$ cat config.mk
export PLATFORM = sky130hd
export DESIGN_NAME = fxp_dot_seq
export DESIGN_NICKNAME = d
export VERILOG_FILES = /design/src/rtl/fxp_pkg.sv /design/src/rtl/fxp_signed_mult.sv /design/src/rtl/fxp_dot_seq.sv
export SDC_FILE = /design/constraint.sdc
export NUM_CORES = 2
export LEC_CHECK = 0
export CORE_MARGIN = 2
export CORE_UTILIZATION = 35
export CTS_CLUSTER_DIAMETER = 50
export CTS_CLUSTER_SIZE = 25
export DETAILED_ROUTE_END_ITERATION = 10
export GPL_ROUTABILITY_DRIVEN = 0
export PLACE_DENSITY = 0.52
export SLEW_MARGIN = 20
export SYNTH_ARGS = -nofsm -noshare
export SYNTH_HDL_FRONTEND = slang
export SYNTH_SLANG_ARGS = --single-unit
$ cat constraint.sdc
create_clock -name clk -period 10.4 [get_ports clk]
set_clock_uncertainty 0.1 [all_clocks]
set_input_delay 1.04 -clock clk [delete_from_list [all_inputs] [get_ports clk]]
set_output_delay 1.04 -clock clk [all_outputs]
set_load 0.05 [all_outputs]
$ cat src/rtl/fxp_pkg.sv
// Shared fixed-point defaults, sequencer state encoding and saturation limits
// for the dot-product sequencer.
package fxp_pkg;

    localparam int unsigned FXP_N = 5;
    localparam int unsigned FXP_M = 22;
    localparam int unsigned FXP_W = FXP_N + FXP_M;

    typedef enum logic [1:0] {
        IDLE  = 2'd0,
        RUN   = 2'd1,
        DRAIN = 2'd2,
        DONE  = 2'd3
    } state_t;

    localparam logic [FXP_W-1:0] ONE     = FXP_W'(1) << FXP_M;
    localparam logic [FXP_W-1:0] SAT_MAX = {1'b0, {(FXP_W-1){1'b1}}};
    localparam logic [FXP_W-1:0] SAT_MIN = {1'b1, {(FXP_W-1){1'b0}}};

endpackage

$ cat src/rtl/fxp_signed_mult.sv
// Combinational N.M x N.M signed multiply; keeps the sign bit and the W-1 bits
// above the fraction, so integer overflow is dropped and rounding is toward -inf.
module fxp_signed_mult
    import fxp_pkg::*;
#(
    parameter int unsigned N = FXP_N,
    parameter int unsigned M = FXP_M
) (
    input  logic signed [N+M-1:0] a,
    input  logic signed [N+M-1:0] b,
    output logic signed [N+M-1:0] p
);

    localparam int unsigned W = N + M;

    logic signed [2*W-1:0] full;
    logic                  unused_bits;

    assign full        = a * b;
    assign p           = {full[2*W-1], full[M+W-2:M]};
    assign unused_bits = ^{full[2*W-2:M+W-1], full[M-1:0]};

endmodule

$ cat src/rtl/fxp_dot_seq.sv
// Sequential fixed-point dot product over two single-port memories.
// Define FXP_DOT_SAT_EN for a saturating accumulator with a sticky sat_flag output.
module fxp_dot_seq
    import fxp_pkg::*;
#(
    parameter int unsigned N      = FXP_N,
    parameter int unsigned M      = FXP_M,
    parameter int unsigned ADDR_W = 10,
    parameter int unsigned LEN_W  = 10,
    localparam int unsigned W     = N + M
) (
    input  logic              clk,
    input  logic              reset,
    input  logic              start,
    input  logic [LEN_W-1:0]  len,
    input  logic [ADDR_W-1:0] base_a,
    input  logic [ADDR_W-1:0] base_b,
    output logic              busy,
    output logic              rd_en,
    output logic [ADDR_W-1:0] addr_a,
    output logic [ADDR_W-1:0] addr_b,
    input  logic [W-1:0]      rd_data_a,
    input  logic [W-1:0]      rd_data_b,
    output logic              out_valid,
    input  logic              out_ready,
    output logic [W-1:0]      result
`ifdef FXP_DOT_SAT_EN
    ,
    output logic              sat_flag
`endif
);

    state_t            state, state_nx;
    logic [LEN_W-1:0]  len_q, cnt;
    logic [ADDR_W-1:0] base_a_q, base_b_q;
    logic              drain_q;
    logic              v1, v2;
    logic [W-1:0]      prod, prod_q, acc, acc_nx;
    logic              accept;
    logic              ovf;

    assign accept = (state == IDLE) && start;

    fxp_signed_mult #(.N(N), .M(M)) u_mult (
        .a (rd_data_a),
        .b (rd_data_b),
        .p (prod)
    );

    always_comb begin
        state_nx  = state;
        busy      = 1'b1;
        rd_en     = 1'b0;
        out_valid = 1'b0;
        addr_a    = base_a_q + ADDR_W'(cnt);
        addr_b    = base_b_q + ADDR_W'(cnt);
        result    = acc;
        unique case (state)
            IDLE: begin
                busy = 1'b0;
                if (start) state_nx = (len != '0) ? RUN : DONE;
            end
            RUN: begin
                rd_en = 1'b1;
                if (cnt == len_q - LEN_W'(1)) state_nx = DRAIN;
            end
            DRAIN: begin
                if (drain_q) state_nx = DONE;
            end
            DONE: begin
                out_valid = 1'b1;
                if (out_ready) state_nx = IDLE;
            end
            default: state_nx = IDLE;
        endcase
    end

    always_ff @(posedge clk) begin
        if (reset) state <= IDLE;
        else       state <= state_nx;
    end

    always_ff @(posedge clk) begin
        if (reset) begin
            len_q    <= '0;
            cnt      <= '0;
            base_a_q <= '0;
            base_b_q <= '0;
            drain_q  <= 1'b0;
        end else begin
            if (accept) begin
                len_q    <= len;
                base_a_q <= base_a;
                base_b_q <= base_b;
                cnt      <= '0;
            end else if (state == RUN) begin
                cnt <= cnt + LEN_W'(1);
            end
            // drain_q marks the second DRAIN cycle
            drain_q <= (state == DRAIN) ? ~drain_q : 1'b0;
        end
    end

`ifdef FXP_DOT_SAT_EN
    localparam logic [W-1:0] ACC_MAX = {1'b0, {(W-1){1'b1}}};
    localparam logic [W-1:0] ACC_MIN = {1'b1, {(W-1){1'b0}}};
    logic [W-1:0] sum;

    always_comb begin
        sum    = acc + prod_q;
        ovf    = (acc[W-1] == prod_q[W-1]) && (sum[W-1] != acc[W-1]);
        acc_nx = ovf ? (acc[W-1] ? ACC_MIN : ACC_MAX) : sum;
    end
`else
    always_comb begin
        ovf    = 1'b0;
        acc_nx = acc + prod_q;
    end
`endif

    always_ff @(posedge clk) begin
        if (reset) begin
            v1     <= 1'b0;
            v2     <= 1'b0;
            prod_q <= '0;
            acc    <= '0;
`ifdef FXP_DOT_SAT_EN
            sat_flag <= 1'b0;
`endif
        end else begin
            v1 <= rd_en;
            v2 <= v1;
            if (v1) prod_q <= prod;
            if (accept) begin
                acc <= '0;
`ifdef FXP_DOT_SAT_EN
                sat_flag <= 1'b0;
`endif
            end else if (v2) begin
                acc <= acc_nx;
`ifdef FXP_DOT_SAT_EN
                sat_flag <= sat_flag | ovf;
`endif
            end
        end
    end

`ifndef FXP_DOT_SAT_EN
    logic unused_ovf;
    assign unused_ovf = ovf;
`endif

endmodule
Word-level counts from Yosys, hierarchy flattened
Cells that the tools add are included.
{"block": "classes", "addsub": 5, "mul": 1, "muxes": 9, "reduce_logical": 6, "bitwise": 2, "eq_ne": 8}
{"operator": "27-bit by 27-bit multiplier with 54-bit output", "count": 1}
{"operator": "27-bit adder", "count": 1}
{"operator": "10-bit adder", "count": 2}
{"operator": "10-bit by 1-bit adder with 10-bit output (second input constant)", "count": 1}
{"operator": "10-bit equality test", "count": 1}
{"operator": "2-bit 2-to-1 mux", "count": 5}
{"operator": "10-bit nonzero test", "count": 1}
{"operator": "10-bit by 1-bit subtractor with 10-bit output (second input constant)", "count": 1}
{"operator": "2-bit inequality test (second input constant)", "count": 4}
{"operator": "2-bit case mux with 4 select lines", "count": 1}
{"operator": "2-bit equality test (second input constant)", "count": 2}
{"operator": "4-bit AND reduction", "count": 1}
{"operator": "2-bit OR reduction", "count": 2}
{"operator": "1-bit 2-to-1 mux", "count": 3}
{"operator": "2-bit by 1-bit equality test with 1-bit output (second input constant)", "count": 1}
{"operator": "2-bit zero test", "count": 1}
{"operator": "1-bit NOT", "count": 2}
{"operator": "1-bit logical AND", "count": 1}
{"block": "word_totals", "reg_bits": 99, "out_inout_bits": 50, "in_bits": 88}

Logic depth before layout (Yosys ltp)
{"block": "depth", "word_depth": 4, "depth_mapped": 27, "ltp_nobuf": 25}

Cells and area by module
A second synthesis with hierarchy kept.
{"block": "hier_totals", "cells_unflattened": 3545, "hier_area_um2": 31604.1}
{"module": "fxp_signed_mult", "n_inst": 1, "cells_per_inst": 2860, "seq_area_each_um2": 0.0, "area_per_inst_um2": 25767.2}
{"module": "fxp_dot_seq", "n_inst": 1, "cells_per_inst": 685, "seq_area_each_um2": 1981.9, "area_per_inst_um2": 5836.8}

Least setup slack after synthesis
Ideal clock, no wire load.
{"block": "synth_timing", "path_kind": "input -> register", "startpoint": "input rd_data_a[26]", "endpoint": "register prod_q[25]", "setup_slack_ns": 2.532, "path_buffers": 2, "path_stages": 23, "setup_ns": 0.145, "arrival_ns": 7.623, "cell_sequence": "clkbuf_1 > clkbuf_1 > nand2_1 > inv_1 > fa_1 > fa_1 > fa_1 > ha_1 > inv_1 > fa_1 > inv_1 > fa_1 > inv_1 > fa_1 > inv_1 > ha_1 > and3_1 > and3_1 > and3_1 > a21o_2 > a2111oi_2 > mux2i_1 > o311ai_0"}
{"block": "synth_via", "elab_chain_cells": 1}
{"element": "start, declared", "line_no": "fxp_dot_seq.sv:22", "source": "input logic [W-1:0] rd_data_a,"}
{"element": "27-bit by 27-bit multiplier with 54-bit output", "line_no": "fxp_signed_mult.sv:19", "source": "assign full = a * b;"}
{"element": "end signal, assigned", "line_no": "fxp_dot_seq.sv:133", "source": "if (v1) prod_q <= prod;"}
{"element": "end, declared", "line_no": "fxp_dot_seq.sv:38", "source": "logic [W-1:0] prod, prod_q, acc, acc_nx;"}
Every way passes these cells.
A chain may end at the register's enable or synchronous reset.

Final worst setup path
{"block": "layout_timing", "startpoint": "input rd_data_a[26]", "endpoint": "register prod_q[24]"}
The elaborated chain is that of the path after synthesis.

==> reports/qor.txt <==
chip width: 304.4 um
Worst-Margin Slew: 1222 ps
Post-CTS Setup Repair Bufs: 0
drt initial violations: 966
register bit total from synthesis: 99
CP delay by family, top: adder cells
core box area: 89740 um^2
WP data required: 10600 ps
Vias: 22.90k
drt first pass iters: 5
startpoint type of the worst setup path: primary input
TritonCTS clock tree: done
htree depth: 3
Slew Viols, Final: 0
Clock Latency Late Sink: 370 ps
Max Root-Sink Buffers: 2
Max Cap Violations: 0
crit path max fanout: 13
Via-to-Cell Ratio: 4.771
antenna violations before repair: 2
Synth area leaders: fa_1 (48%), inv_1 (11%), ha_1 (8.1%), nand2_1 (6.8%), dfxtp_1 (6.3%)
Starting Density: 35.19%
share of layout cells above drive strength 1: 3.037%
WL final: 87.97 mm
wire per inst: 18.33 um
worst path bufs/invs: 4
filler cell count in the final layout: 9268
Worst Hold Slack: 363.1 ps
Arr. time, crit path: 9790 ps
CP dominant cell by count: fa_1
most frequent cells in the layout: inv_1 (892), fa_1 (763), nand2_1 (575), and2_1 (255), ha_1 (204)
unrepaired setup endpoints after global routing: no
CTS clock-pin slew for the worst setup and hold paths: 70 ps
Syn Std Cell Area: 31580 um^2
NumNets Final: 4672
Ys Warns: 0
Gate Count Post-Synth: 3573
syn_nets: 4628
fmax: 104.2 MHz
asr flop ratio synth: 0%
number of flops mapped to enable cells by yosys: 0
top cell type's share of synthesized area: 48.37%
kind of end point of the critical path: flip-flop
worst min-delay path category: flip-flop to flip-flop
num rows: 110
Tcrit/Tclk final: 92.26%
largest net degree at the start of global routing: 66
vias in the first global route: 24.86k
Gates resized, CTS repair: 0
FF+latch area: 1982 um^2
Hold Vio Cnt, Final: 0
Max-slew headroom: 18.30%
placed insts: 4782
gr ovfl total: 0
clk root buf: clkbuf_16
CP cell instances: clkdlybuf4s50_1, nand2_1, inv_1, fa_1, fa_1, fa_1, ha_1, inv_1, fa_1, fa_1, fa_1, inv_1, ha_1, a21oi_1, o211ai_1, a41oi_1, nand4_1, nor3_1, o21ai_1, nand2_1, mux2_2, o22ai_1
top_reg_cell synth: dfxtp_1
Antenna Violating Nets Remaining: 0
post-DP HPWL: 74.80 mm
die area: 92640 um^2
Syn-to-layout area delta: 9.616%
crit path max-delay cell type: fa_1
Distinct cells, synth: 70
post-synthesis sequential area ratio: 6.276%
final critical-path required period: 9595 ps
cts bufs inserted: 9
status: completed
# IOs: 138
largest area contributor in the netlist: fa_1
critical path's largest stage delay: 790 ps
cts-stage hold buffer count: 0
most common cell after layout, fill and taps aside: inv_1
Num Clock Sinks: 99
global-route wire length before repair: 140.5 mm
fin cells: 4799
Die Y-Extent: 304.4 um
WS Path Type: primary input to flip-flop
port bufs: 137
setup TNS: 0 ps
gr usage total: 19.55%
area occupied by multi-input gates: 25580 um^2
syn avg cell area: 8.838 um^2
# DRC: 0
Setup Viol. Count Final: 0
[layer usage]
metal  vias to the layer above  global-route usage, %  routed length (um)
li1                      10520                      -                   -
met1                     11910                  24.57               36210
met2                       376                  35.59               46220
met3                        96                  2.166                2985
met4                         0                  5.031                2558
met5                         -                      0                   0
[cells in the mapped netlist, types with 5 or more instances]
| library cell | count |
|---|---|
| a211o_1 | 5 |
| a211oi_1 | 13 |
| a21o_1 | 30 |
| a21oi_1 | 108 |
| a31oi_1 | 11 |
| and2_1 | 255 |
| and3_1 | 12 |
| buf_1 | 6 |
| clkbuf_1 | 165 |
| dfxtp_1 | 99 |
| fa_1 | 763 |
| ha_1 | 204 |
| inv_1 | 892 |
| mux2i_1 | 23 |
| nand2_1 | 575 |
| nand2b_1 | 17 |
| nand3_1 | 18 |
| nand4_1 | 10 |
| nor2_1 | 95 |
| nor2b_1 | 9 |
| nor3_1 | 18 |
| o211ai_1 | 5 |
| o21a_1 | 10 |
| o21ai_0 | 37 |
| o21bai_1 | 16 |
| o22ai_1 | 12 |
| or3_1 | 5 |
| xnor2_1 | 60 |
| xor2_1 | 34 |
[final timing paths]
check	from	end	slack, ps	cells after the start
worst max register to register	result[0]	result[24]	7390	12
worst max-delay path	rd_data_a[26]	prod_q[24]	800	22
worst min register to register	base_a_q[8]	base_a_q[8]	360	2
worst min-delay path	base_a_q[8]	base_a_q[8]	360	2
[state kept, by name (all words and copies together) (netlist names)]
name      cells
v1            1
prod_q       27
result       27
base_b_q     10
base_a_q     10
len_q        10
state         2
cnt          10
drain_q       1
v2            1
[metrics by stage]
| step | cell area, um^2 | utilization (%) | setup WS, ps |
|---|---|---|---|
| floorplan | 31580 | - | 2532 |
| global placement | 34260 | 38.18 | 501.5 |
| detailed placement | 34260 | 38.18 | 478.7 |
| CTS | 34610 | 38.57 | 877.6 |
| global route | 34610 | 38.57 | 491.0 |
| finish | 34610 | 38.57 | 804.9 |
[worst min-delay path, delay by kind of cell (launching register included)]
family,cells,cell delay [ps]
simple gates,1,50
compound gates,1,50
flops,1,310
[cell type report]
| cell class | count | area share (%) |
|---|---|---|
| diodes | 1 | 0.007229 |
| clock buffers | 10 | 0.6904 |
| clock inverters | 6 | 0.3253 |
| inverters | 892 | 9.673 |
| multi-input cells | 2408 | 73.91 |
| flip-flops and latches | 99 | 5.726 |
| well taps | 1176 | 4.251 |
| repair buffers | 207 | 5.415 |
[logic make-up (layout without fill, tap and decap cells)]
logic type | after synthesis | count (layout) | synth area share (%)
adders and majority gates | 967 | 967 | 56.45
DFF | 99 | 99 | 6.276
and+or+nand+nor | 1038 | 1038 | 15.34
other | 0 | 1 | 0
xor gates and xnor gates | 94 | 94 | 2.607
muxes | 24 | 24 | 0.7647
buffers and inverters | 1066 | 1115 | 12.70
AOI/OAI and AO/OA | 285 | 285 | 5.852
Power is left out: the tool's default activity adds up to more than one toggle a clock period on the data nets, which glitch-free logic cannot reach.
